`src/rtl/cpu_mem_responder.sv`:
```
// ---------------------------------------------------------------------------
// cpu_mem_responder
//
// Memory-side responder for the CPU data-memory bus. Owns a
// 2**ADDR_WIDTH x DATA_WIDTH RAM and steps through three phases:
//   S_CLEAR : zero-fill every word, one word per cycle (2**ADDR_WIDTH cycles)
//   S_LOAD  : accept a program image on the loader port
//   S_RUN   : release the CPU (cpu_run=1) and serve its reads and writes
//
// Loader handshake: a word transfers on a rising edge where
// ld_valid && ld_ready. ld_ready is high for the whole of S_LOAD, so the
// loader never waits; ld_valid low is simply an idle cycle. A transfer with
// ld_last set moves the block to S_RUN on that same edge.
//
// Optional feature (macro MEM_WP_EN): in S_RUN, CPU writes below PROG_START
// are dropped and the sticky output wp_err reports that one happened.
//
// Ports
//   clk, rst          clock, synchronous active-high reset
//   addr, data, we    CPU word address, write data, write enable
//   mem               CPU read data (combinational from addr in S_RUN, else 0)
//   ld_valid/ld_ready loader handshake
//   ld_addr, ld_data  loader target address and word
//   ld_last           marks the final loader word
//   cpu_run           registered, 1 in S_RUN (drives the CPU's rst_n)
//   busy              registered, 1 in S_CLEAR / S_LOAD
//   wp_err            (MEM_WP_EN only) sticky dropped-write flag
// ---------------------------------------------------------------------------
module cpu_mem_responder #(
  parameter int ADDR_WIDTH = 6,
  parameter int DATA_WIDTH = 16,
  parameter int PROG_START = 8
) (
  input  logic                  clk,
  input  logic                  rst,
  input  logic [ADDR_WIDTH-1:0] addr,
  input  logic [DATA_WIDTH-1:0] data,
  input  logic                  we,
  output logic [DATA_WIDTH-1:0] mem,
  input  logic                  ld_valid,
  output logic                  ld_ready,
  input  logic [ADDR_WIDTH-1:0] ld_addr,
  input  logic [DATA_WIDTH-1:0] ld_data,
  input  logic                  ld_last,
  output logic                  cpu_run,
`ifdef MEM_WP_EN
  output logic                  busy,
  output logic                  wp_err
`else
  output logic                  busy
`endif
);

  localparam int DEPTH = 2 ** ADDR_WIDTH;

`ifdef MEM_WP_EN
  localparam bit WP_ON = 1'b1;
`else
  localparam bit WP_ON = 1'b0;
`endif

  typedef enum logic [1:0] {
    S_CLEAR = 2'd0,
    S_LOAD  = 2'd1,
    S_RUN   = 2'd2
  } state_t;

  state_t                  state;
  state_t                  state_next;
  logic [ADDR_WIDTH-1:0]   clr_ptr;
  logic [DATA_WIDTH-1:0]   ram [DEPTH];

  logic                    ram_we;
  logic [ADDR_WIDTH-1:0]   ram_waddr;
  logic [DATA_WIDTH-1:0]   ram_wdata;
  logic                    cpu_wr_low;
  logic                    cpu_wr_drop;

  assign cpu_wr_low  = addr < ADDR_WIDTH'(PROG_START);
  // Constant-false when protection is not compiled in.
  assign cpu_wr_drop = (state == S_RUN) && we && WP_ON && cpu_wr_low;

  // Next state, RAM write port select and combinational outputs.
  always_comb begin
    state_next = state;
    ram_we     = 1'b0;
    ram_waddr  = clr_ptr;
    ram_wdata  = '0;
    ld_ready   = 1'b0;
    mem        = '0;
    case (state)
      S_CLEAR: begin
        ram_we    = 1'b1;
        ram_waddr = clr_ptr;
        // The last word is written on the same edge that leaves S_CLEAR.
        if (&clr_ptr) state_next = S_LOAD;
      end
      S_LOAD: begin
        ld_ready = 1'b1;
        if (ld_valid) begin
          ram_we    = 1'b1;
          ram_waddr = ld_addr;
          ram_wdata = ld_data;
          if (ld_last) state_next = S_RUN;
        end
      end
      S_RUN: begin
        // Asynchronous read: a write this cycle is seen only next cycle.
        mem = ram[addr];
        if (we && !cpu_wr_drop) begin
          ram_we    = 1'b1;
          ram_waddr = addr;
          ram_wdata = data;
        end
      end
      default: state_next = S_CLEAR;
    endcase
  end

  always_ff @(posedge clk) begin
    if (rst) begin
      state   <= S_CLEAR;
      clr_ptr <= '0;
      cpu_run <= 1'b0;
      busy    <= 1'b1;
    end else begin
      state <= state_next;
      if (state == S_CLEAR) clr_ptr <= clr_ptr + ADDR_WIDTH'(1);
      // Registered flags follow the state being entered on this edge.
      cpu_run <= (state_next == S_RUN);
      busy    <= (state_next != S_RUN);
    end
  end

  // RAM has no reset of its own; S_CLEAR zero-fills it after every reset.
  always_ff @(posedge clk) begin
    if (!rst && ram_we) ram[ram_waddr] <= ram_wdata;
  end

`ifdef MEM_WP_EN
  always_ff @(posedge clk) begin
    if (rst)              wp_err <= 1'b0;
    else if (cpu_wr_drop) wp_err <= 1'b1;
  end
`endif

endmodule

```
`config.mk`:
```
export PLATFORM = sky130hd
export DESIGN_NAME = cpu_mem_responder
export DESIGN_NICKNAME = d
export VERILOG_FILES = /design/src/rtl/cpu_mem_responder.sv
export SDC_FILE = /design/constraint.sdc
export NUM_CORES = 1
export LEC_CHECK = 0
export BUFFER_PORTS_ARGS = -buffer_cell sky130_fd_sc_hd__buf_2
export CAP_MARGIN = 40
export CELL_PAD_IN_SITES_DETAIL_PLACEMENT = 1
export CELL_PAD_IN_SITES_GLOBAL_PLACEMENT = 1
export CORE_MARGIN = 5
export CORE_UTILIZATION = 58
export CTS_BUF_LIST = sky130_fd_sc_hd__clkbuf_8 sky130_fd_sc_hd__clkbuf_16
export CTS_CLUSTER_DIAMETER = 100
export CTS_CLUSTER_SIZE = 28
export DETAILED_ROUTE_END_ITERATION = 16
export PLACE_DENSITY = 0.79
export SLEW_MARGIN = 0
export SYNTH_ARGS = -nofsm -noshare
export SYNTH_HDL_FRONTEND = slang
export SYNTH_SLANG_ARGS = --single-unit
```
`constraint.sdc`:
```
create_clock -name clk -period 10 [get_ports clk]
set_input_delay 1 -clock clk [delete_from_list [all_inputs] [get_ports clk]]
set_output_delay 1 -clock clk [all_outputs]
set_load 0.005 [all_outputs]
```
==> results of run 1 <==
==> synthesized netlist by cell type, types with 2 or more instances <==
| master | count | area (um2) |
|---|---|---|
| clkbuf_1 | 25 | 93.8 |
| dfxtp_1 | 10 | 200 |
| a31oi_1 | 2 | 12.5 |
| inv_1 | 7 | 26.3 |
| edfxtp_1 | 1024 | 30700 |
| nand3_1 | 13 | 65.1 |
| xnor2_1 | 3 | 26.3 |
| buf_6 | 7 | 78.8 |
| o21ai_1 | 2 | 10.0 |
| nor2b_1 | 6 | 37.5 |
| nand3_2 | 6 | 60.1 |
| or3_1 | 4 | 25.0 |
| nor2_1 | 92 | 345 |
| buf_4 | 25 | 188 |
| nand2b_1 | 4 | 25.0 |
| a22oi_4 | 3 | 63.8 |
| o32ai_1 | 2 | 17.5 |
| nand2_1 | 32 | 120 |
| a221oi_1 | 15 | 131 |
| a311oi_1 | 6 | 52.6 |
| a22oi_1 | 16 | 120 |
| mux4_2 | 241 | 5430 |
| mux2i_1 | 76 | 761 |
| nand4_1 | 5 | 31.3 |
| o31ai_1 | 3 | 22.5 |
| and2_1 | 7 | 43.8 |
| a22o_1 | 14 | 123 |
| a211oi_1 | 12 | 90.1 |
| buf_2 | 36 | 180 |
| or2_2 | 2 | 12.5 |
| o21ai_0 | 30 | 150 |
| o22ai_1 | 32 | 200 |
| mux2_2 | 15 | 169 |
| a32o_1 | 2 | 20.0 |
| o221ai_1 | 17 | 149 |
| a21oi_1 | 30 | 150 |
| buf_1 | 8 | 30.0 |
| ha_1 | 6 | 75.1 |
| o211ai_1 | 7 | 52.6 |
| a21o_1 | 7 | 52.6 |
==> path summary, 6_finish.rpt <==
kind	from	to	slack (ns)	cells past startpoint
setup / recovery	addr[0]	mem[12]	4.50	9
hold reg to reg	clr_ptr[0]	clr_ptr[0]	0.59	2
setup reg to reg	state[0]	ram[18][6]	5.72	9
hold / removal	clr_ptr[0]	clr_ptr[0]	0.59	2
==> stage by stage <==
step	total power, mW	area (um2)	util, %	setup slack [ns]	std cells
floorplan	4.95	40300	-	6.27	1867
global placement	5.02	42100	61.3	4.57	2859
detailed placement	5.03	42200	61.5	4.57	2865
CTS	6.99	43400	63.2	4.58	2927
global route	7.21	43400	63.2	4.31	2930
finish	6.96	43400	63.2	4.50	2932
==> flip-flops by register name, summed over array words and instances, names as in the netlist <==
| register | count |
|---|---|
| ram | 1024 |
| cpu_run | 1 |
| busy | 1 |
| clr_ptr | 6 |
| state | 2 |
==> kinds of logic (layout without fill, tap and decap cells) <==
group	Yosys count	after routing	share of synthesized area (%)
DFF	1034	1034	76.8
muxes	332	332	15.8
AOI/OAI and AO/OA	208	208	3.69
and+or+nand+nor	175	175	1.97
buffers and inverters	108	240	1.48
adders and majority gates	6	6	0.186
xor gates and xnor gates	4	4	0.0870
other	0	2	0
==> per-layer routing <==
metal,GRT usage [%],vias to the layer above
met1,39.1,10800
met3,5.86,245
met5,0,-
li1,-,8051
met4,10.2,2
met2,46.1,1229
==> power breakdown <==
part	leakage [nW]	switching, mW	total (mW)	internal [mW]
clock network	0.636	1.23	2.03	0.798
logic	3.28	0.143	0.226	0.0827
registers	7.33	0.00564	4.71	4.70
==> area by class of cell <==
class,instances,share of cell area (%)
sequential,1034,71.2
multi-input combinational,725,20.4
timing repair buffer,171,2.86
tap,931,2.68
clock buffer,44,2.51
clock inverter,18,0.213
inverter,7,0.0605
antenna,2,0.0115
==> worst min-delay path: cells and delay by family, from the launching register on <==
family / cells / cell delay (ns)
flip-flops: 1 / 0.37
XOR/XNOR: 1 / 0.16
AND/OR/NAND/NOR: 1 / 0.04
==> cell usage in the layout (no fill, tap or decap), drive strengths merged, types with 3 or more instances in the layout <==
| cell | count |
|---|---|
| and2 | 7 |
| o22ai | 32 |
| ha | 6 |
| a22o | 14 |
| clkbuf | 44 |
| dfxtp | 10 |
| nand2 | 32 |
| or3 | 4 |
| a311oi | 6 |
| a211oi | 12 |
| nand4 | 5 |
| a221oi | 15 |
| mux2i | 76 |
| xnor2 | 3 |
| mux4 | 241 |
| buf | 171 |
| edfxtp | 1024 |
| nand3 | 19 |
| nor2b | 6 |
| a22oi | 19 |
| a21oi | 30 |
| nor2 | 92 |
| a21o | 7 |
| o221ai | 17 |
| o211ai | 7 |
| nand2b | 4 |
| mux2 | 15 |
| o21ai | 32 |
| o31ai | 3 |
| inv | 23 |
==> flow_metrics.env, run 1 <==
export IMPL_multi_input_area_um2=8880
export IMPL_setup_viol=0
export IMPL_final_nets=2036
export IMPL_powerDensity_nw_per_um2=160
export IMPL_worstSetupEndpointType="output pin"
export IMPL_globalplace_congestion=0.976
export IMPL_antenna_found_initial=1
export IMPL_area_delta_synth_final_pct=7.82
export IMPL_via_per_inst=6.92
export IMPL_timing_final_crit_period_ns=5.50
export IMPL_drt_wl_total_um=105000
export IMPL_cp_cell_sequence="buf_8 -> buf_12 -> nor2b_1 -> buf_4 -> a221oi_1 -> o21ai_0 -> a311oi_1 -> a21o_1 -> buf_2"
export IMPL_crit_path_start_kind="input port"
export IMPL_rsz0062_at_grt="no"
export IMPL_final_max_slew_viol_count=0
export IMPL_die_y_um=274
export IMPL_crit_type="in -> out"
export IMPL_postRouteAntennaNets=0
export IMPL_drtPass1Iterations=6
export IMPL_insertion_delay_ns=0.64
export IMPL_critPathMaxFanout=84
export IMPL_clkSlewWorstSetupHoldPaths_ns=0.11
export IMPL_overflow=0
export IMPL_register_area_um2=30900
export IMPL_status="finished clean"
export IMPL_slowest_stage="a311oi_1"
export IMPL_core_area_um2=68700
export IMPL_die_x_um=274
export IMPL_wl_met3_um=9680
export IMPL_maxSlewHeadroom_pct=25.8
export IMPL_yosys_warnings=0
export IMPL_fmax_ghz=0.182
export IMPL_hold_class="reg -> reg"
export IMPL_synth_async_sr_flop_share_pct=0
export IMPL_route_detailed_wl_per_inst_um=36.0
export IMPL_htreeDepth=2
export IMPL_ir_worst_vdd_mv=0.183
export IMPL_slowest_delay_ns=0.90
export IMPL_ys_ff_latch=1034
export IMPL_fin_crit_sh_pct=55.0
export IMPL_met1Wirelength_um=39100
export IMPL_layout_drive_gt1_share_pct=25.2
export IMPL_numCtsBuffers=42
export IMPL_worst_path_buf_inv=4
export IMPL_avgSynthCellArea_um2=21.6
export IMPL_ys_flop_type="edfxtp_1"
export IMPL_cts_setup_buffers=0
export IMPL_fin_skew_ns=0.0403
export IMPL_clk_path_buf_depth=3
export IMPL_grt_util_all_layers_pct=28.4
export IMPL_grt_start_max_net_pins=85
export IMPL_dp_hpwl_um=64100
export IMPL_cts_resized=0
export IMPL_cap_violations=0
export IMPL_pin_count=68
export IMPL_seq_area_frac_synth_pct=76.8
export IMPL_first_global_vias=20800
export IMPL_port_buffers=67
export IMPL_required_ns=9.00
export IMPL_path_delay_family="buffers and inverters"
export IMPL_cts_sinks=1034
export IMPL_synth_edf_count=1024
export IMPL_yosys_cell_types_count=53
export IMPL_tritoncts="built"
export IMPL_hold_violations=0
export IMPL_tns_ns=0
export IMPL_die_area_um2=74800
export IMPL_ctsHoldBuffers=0
export IMPL_via_count=20300
export IMPL_fin_hold_ws_ns=0.588
export IMPL_first_iter_violations=2882
export IMPL_num_fill_cells=5592
export IMPL_drc_errors=0
export IMPL_rows=96
export IMPL_worst_ep_arrival_time_ns=4.50
export IMPL_grt_pass1_wl_um=152000
export IMPL_start_util_pct=58.7
export IMPL_p_leak_nw=11.3
export IMPL_cts_root_buf="clkbuf_16"
export IMPL_routed_top_layer="met5"
export IMPL_max_slew_worst_pin_slew_ns=1.11
export IMPL_routed_wl_met2_um=51800
export IMPL_syn_instance_count=1867
export IMPL_netlist_area_um2=40300
export IMPL_syn_num_nets=1922
No activity file was read; power rests on OpenSTA's default activity.
==> run 2, diff against run 1 <==
--- a/config.mk
+++ b/config.mk
@@ -10,12 +10,12 @@
 export CELL_PAD_IN_SITES_DETAIL_PLACEMENT = 1
 export CELL_PAD_IN_SITES_GLOBAL_PLACEMENT = 1
 export CORE_MARGIN = 5
-export CORE_UTILIZATION = 58
+export CORE_UTILIZATION = 56
 export CTS_BUF_LIST = sky130_fd_sc_hd__clkbuf_8 sky130_fd_sc_hd__clkbuf_16
 export CTS_CLUSTER_DIAMETER = 100
 export CTS_CLUSTER_SIZE = 28
 export DETAILED_ROUTE_END_ITERATION = 16
-export PLACE_DENSITY = 0.79
+export PLACE_DENSITY = 0.77
 export SLEW_MARGIN = 0
 export SYNTH_ARGS = -nofsm -noshare
 export SYNTH_HDL_FRONTEND = slang
==> constraint.sdc (replaced) <==
create_clock -name clk -period 5.3 [get_ports clk]
set_input_delay 0.53 -clock clk [delete_from_list [all_inputs] [get_ports clk]]
set_output_delay 0.53 -clock clk [all_outputs]
set_load 0.005 [all_outputs]
==> run 2 against run 1 <==
Net effect: cell count grew 1.1%; combinational power grew 88%; sequential cell count is the same; worst hold slack lost 0.41 ns; critical path depth shrank 1; worst setup slack lost 3.3 ns; critical endpoint is now mem[3].
==> flow_metrics.env, run 2 (synthesized netlist as in run 1, its figures left out) <==
export IMPL_status="finished clean"
export IMPL_setup_viol=0
export IMPL_cts_sinks=1034
export IMPL_antenna_found_initial=3
export IMPL_maxSlewHeadroom_pct=31.0
export IMPL_hold_end="clr_ptr[5]"
export IMPL_dp_hpwl_um=66300
export IMPL_hold_violations=0
export IMPL_ir_worst_vdd_mv=0.267
export IMPL_grt_util_all_layers_pct=26.4
export IMPL_p_clk_share_pct=29.4
export IMPL_fmax_ghz=0.242
export IMPL_p_int_mw=10.6
export IMPL_tritoncts="built"
export IMPL_grt_pass1_wl_um=149000
export IMPL_final_common_cell="edfxtp_1"
export IMPL_r2r_setup_slack_ns=1.22
export IMPL_rsz0062_at_grt="no"
export IMPL_area_delta_synth_final_pct=8.63
export IMPL_start_util_pct=56.4
export IMPL_timing_final_crit_period_ns=4.13
export IMPL_final_cell_mix="1024 x edfxtp_1, 241 x mux4_2, 104 x buf_4"
export IMPL_die_x_um=278
export IMPL_cts_resized=0
export IMPL_clkSlewWorstSetupHoldPaths_ns=0.11
export IMPL_largest_reg_flops=1024
export IMPL_htreeDepth=2
export IMPL_crit_path_start_kind="input port"
export IMPL_fin_skew_ns=0.0217
export IMPL_switchingPower_mw=2.61
export IMPL_insertion_delay_ns=0.63
export IMPL_regMostFlops="ram"
export IMPL_globalplace_congestion=0.902
export IMPL_via_per_inst=6.74
export IMPL_via_count=20000
export IMPL_max_slew_worst_pin_slew_ns=1.03
export IMPL_fin_ws_ns=1.17
export IMPL_drtPass1Iterations=5
export IMPL_ctsHoldBuffers=0
export IMPL_numCtsBuffers=43
export IMPL_postRouteAntennaNets=0
export IMPL_p_leak_nw=11.4
export IMPL_crit_type="in -> out"
export IMPL_cts_root_buf="clkbuf_16"
export IMPL_hold_path_depth=2
export IMPL_critPathMaxFanout=20
export IMPL_worstReg2RegStart="state[0]"
export IMPL_layout_drive_gt1_share_pct=26.2
export IMPL_worst_hold_startpoint="rst"
export IMPL_cts_setup_buffers=0
export IMPL_hold_class="in -> reg"
export IMPL_drt_wl_total_um=103000
export IMPL_route_detailed_wl_per_inst_um=34.7
export IMPL_cap_violations=0
export IMPL_num_fill_cells=5868
export IMPL_fin_hold_ws_ns=0.180
export IMPL_rows=98
export IMPL_die_area_um2=77400
export IMPL_combPwrFrac_pct=3.2
export IMPL_overflow=0
export IMPL_reg_top3="ram (1024), clr_ptr (6), state (2)"
export IMPL_first_global_vias=20900
export IMPL_grt_start_max_net_pins=82
export IMPL_final_max_slew_viol_count=0
export IMPL_powerDensity_nw_per_um2=301
export IMPL_worstSetupEndpointType="output pin"
export IMPL_r2r_cells=9
export IMPL_required_ns=4.77
export IMPL_core_area_um2=71500
export IMPL_worst_ep_arrival_time_ns=3.60
export IMPL_clk_path_buf_depth=3
export IMPL_die_y_um=278
export IMPL_fin_crit_sh_pct=78.0
export IMPL_final_nets=2061
export IMPL_reg2reg_to="ram[29][15]"
export IMPL_first_iter_violations=2723
export IMPL_switching_share_pct=19.8
export IMPL_port_buffers=67
export IMPL_tns_ns=0
export IMPL_drc_errors=0
export IMPL_pin_count=68
export IMPL_pwr_share_seq_pct=67.3
export IMPL_pre_cts_ws_ns=1.21
==> run 2: changes by cell type in the layout (fill, tap and decap cells not counted), sizes merged <==
cell    before  now
diode        2    1
clkbuf      44   45
inv         23   15
clkinv       2    0
buf        171  195
==> run 2: worst max-delay path by stage <==
stage / endpoint / slack [ns] / startpoint / depth (start not counted)
3_3_place_gp: mem[3] / 1.25 / addr[3] / 8
2_1_floorplan: ram[0][10] / 1.86 / state[0] / 8
4_1_cts: mem[3] / 1.22 / addr[3] / 8
6_report: mem[3] / 1.17 / addr[3] / 8
5_1_grt: mem[4] / 1.13 / addr[0] / 8
3_5_place_dp: mem[3] / 1.21 / addr[3] / 8
==> run 2: per-stage QoR <==
step | std cells | cell area (um2) | util, % | power [mW]
after floorplan | 1867 | 40300 | - | 9.34
after global placement | 2891 | 42300 | 59.2 | 9.47
after detailed placement | 2907 | 42600 | 59.6 | 9.49
after CTS | 2960 | 43800 | 61.2 | 13.2
after global routing | 2964 | 43800 | 61.2 | 13.6
final | 2965 | 43800 | 61.2 | 13.2
==> run 2: routing by layer <==
| metal | wire, um | track usage (%) | up-vias | part of all wire [%] |
|---|---|---|---|---|
| met3 | 8430 | 5.20 | 167 | 8.2 |
| met5 | 0 | 0 | - | 0 |
| met4 | 3480 | 7.84 | 0 | 3.4 |
| li1 | - | - | 8088 | - |
| met1 | 38200 | 35.4 | 10700 | 37 |
| met2 | 52700 | 44.9 | 990 | 51 |
==> run 2: power by group through the flow <==
stage | Clock, mW | Combinational, mW | Sequential (mW)
floorplan | 0 | 0.283 | 9.06
global placement | 0 | 0.412 | 9.06
detailed placement | 0 | 0.423 | 9.07
CTS | 3.94 | 0.424 | 8.88
global route | 4.32 | 0.442 | 8.88
finish | 3.88 | 0.424 | 8.88
==> run 2: worst max-delay path, cell delays in order <==
cell and delay, ns:
buf_2 0.44, buf_4 0.34, nand2_1 0.53, or2_2 0.64, o22ai_1 0.50, a211oi_1 0.15, a22o_1 0.29, buf_2 0.13
==> run 2: area by class of cell <==
cell class,instances,area [um2],area share (%)
Tap cell,950,1190,2.72
Clock inverter,8,55.1,0.126
Inverter,7,26.3,0.0600
Sequential cell,1034,30900,70.7
Clock buffer,45,1130,2.57
Multi-Input combinational cell,725,8870,20.3
Antenna cell,1,2.50,0.00572
Timing Repair Buffer,195,1560,3.55
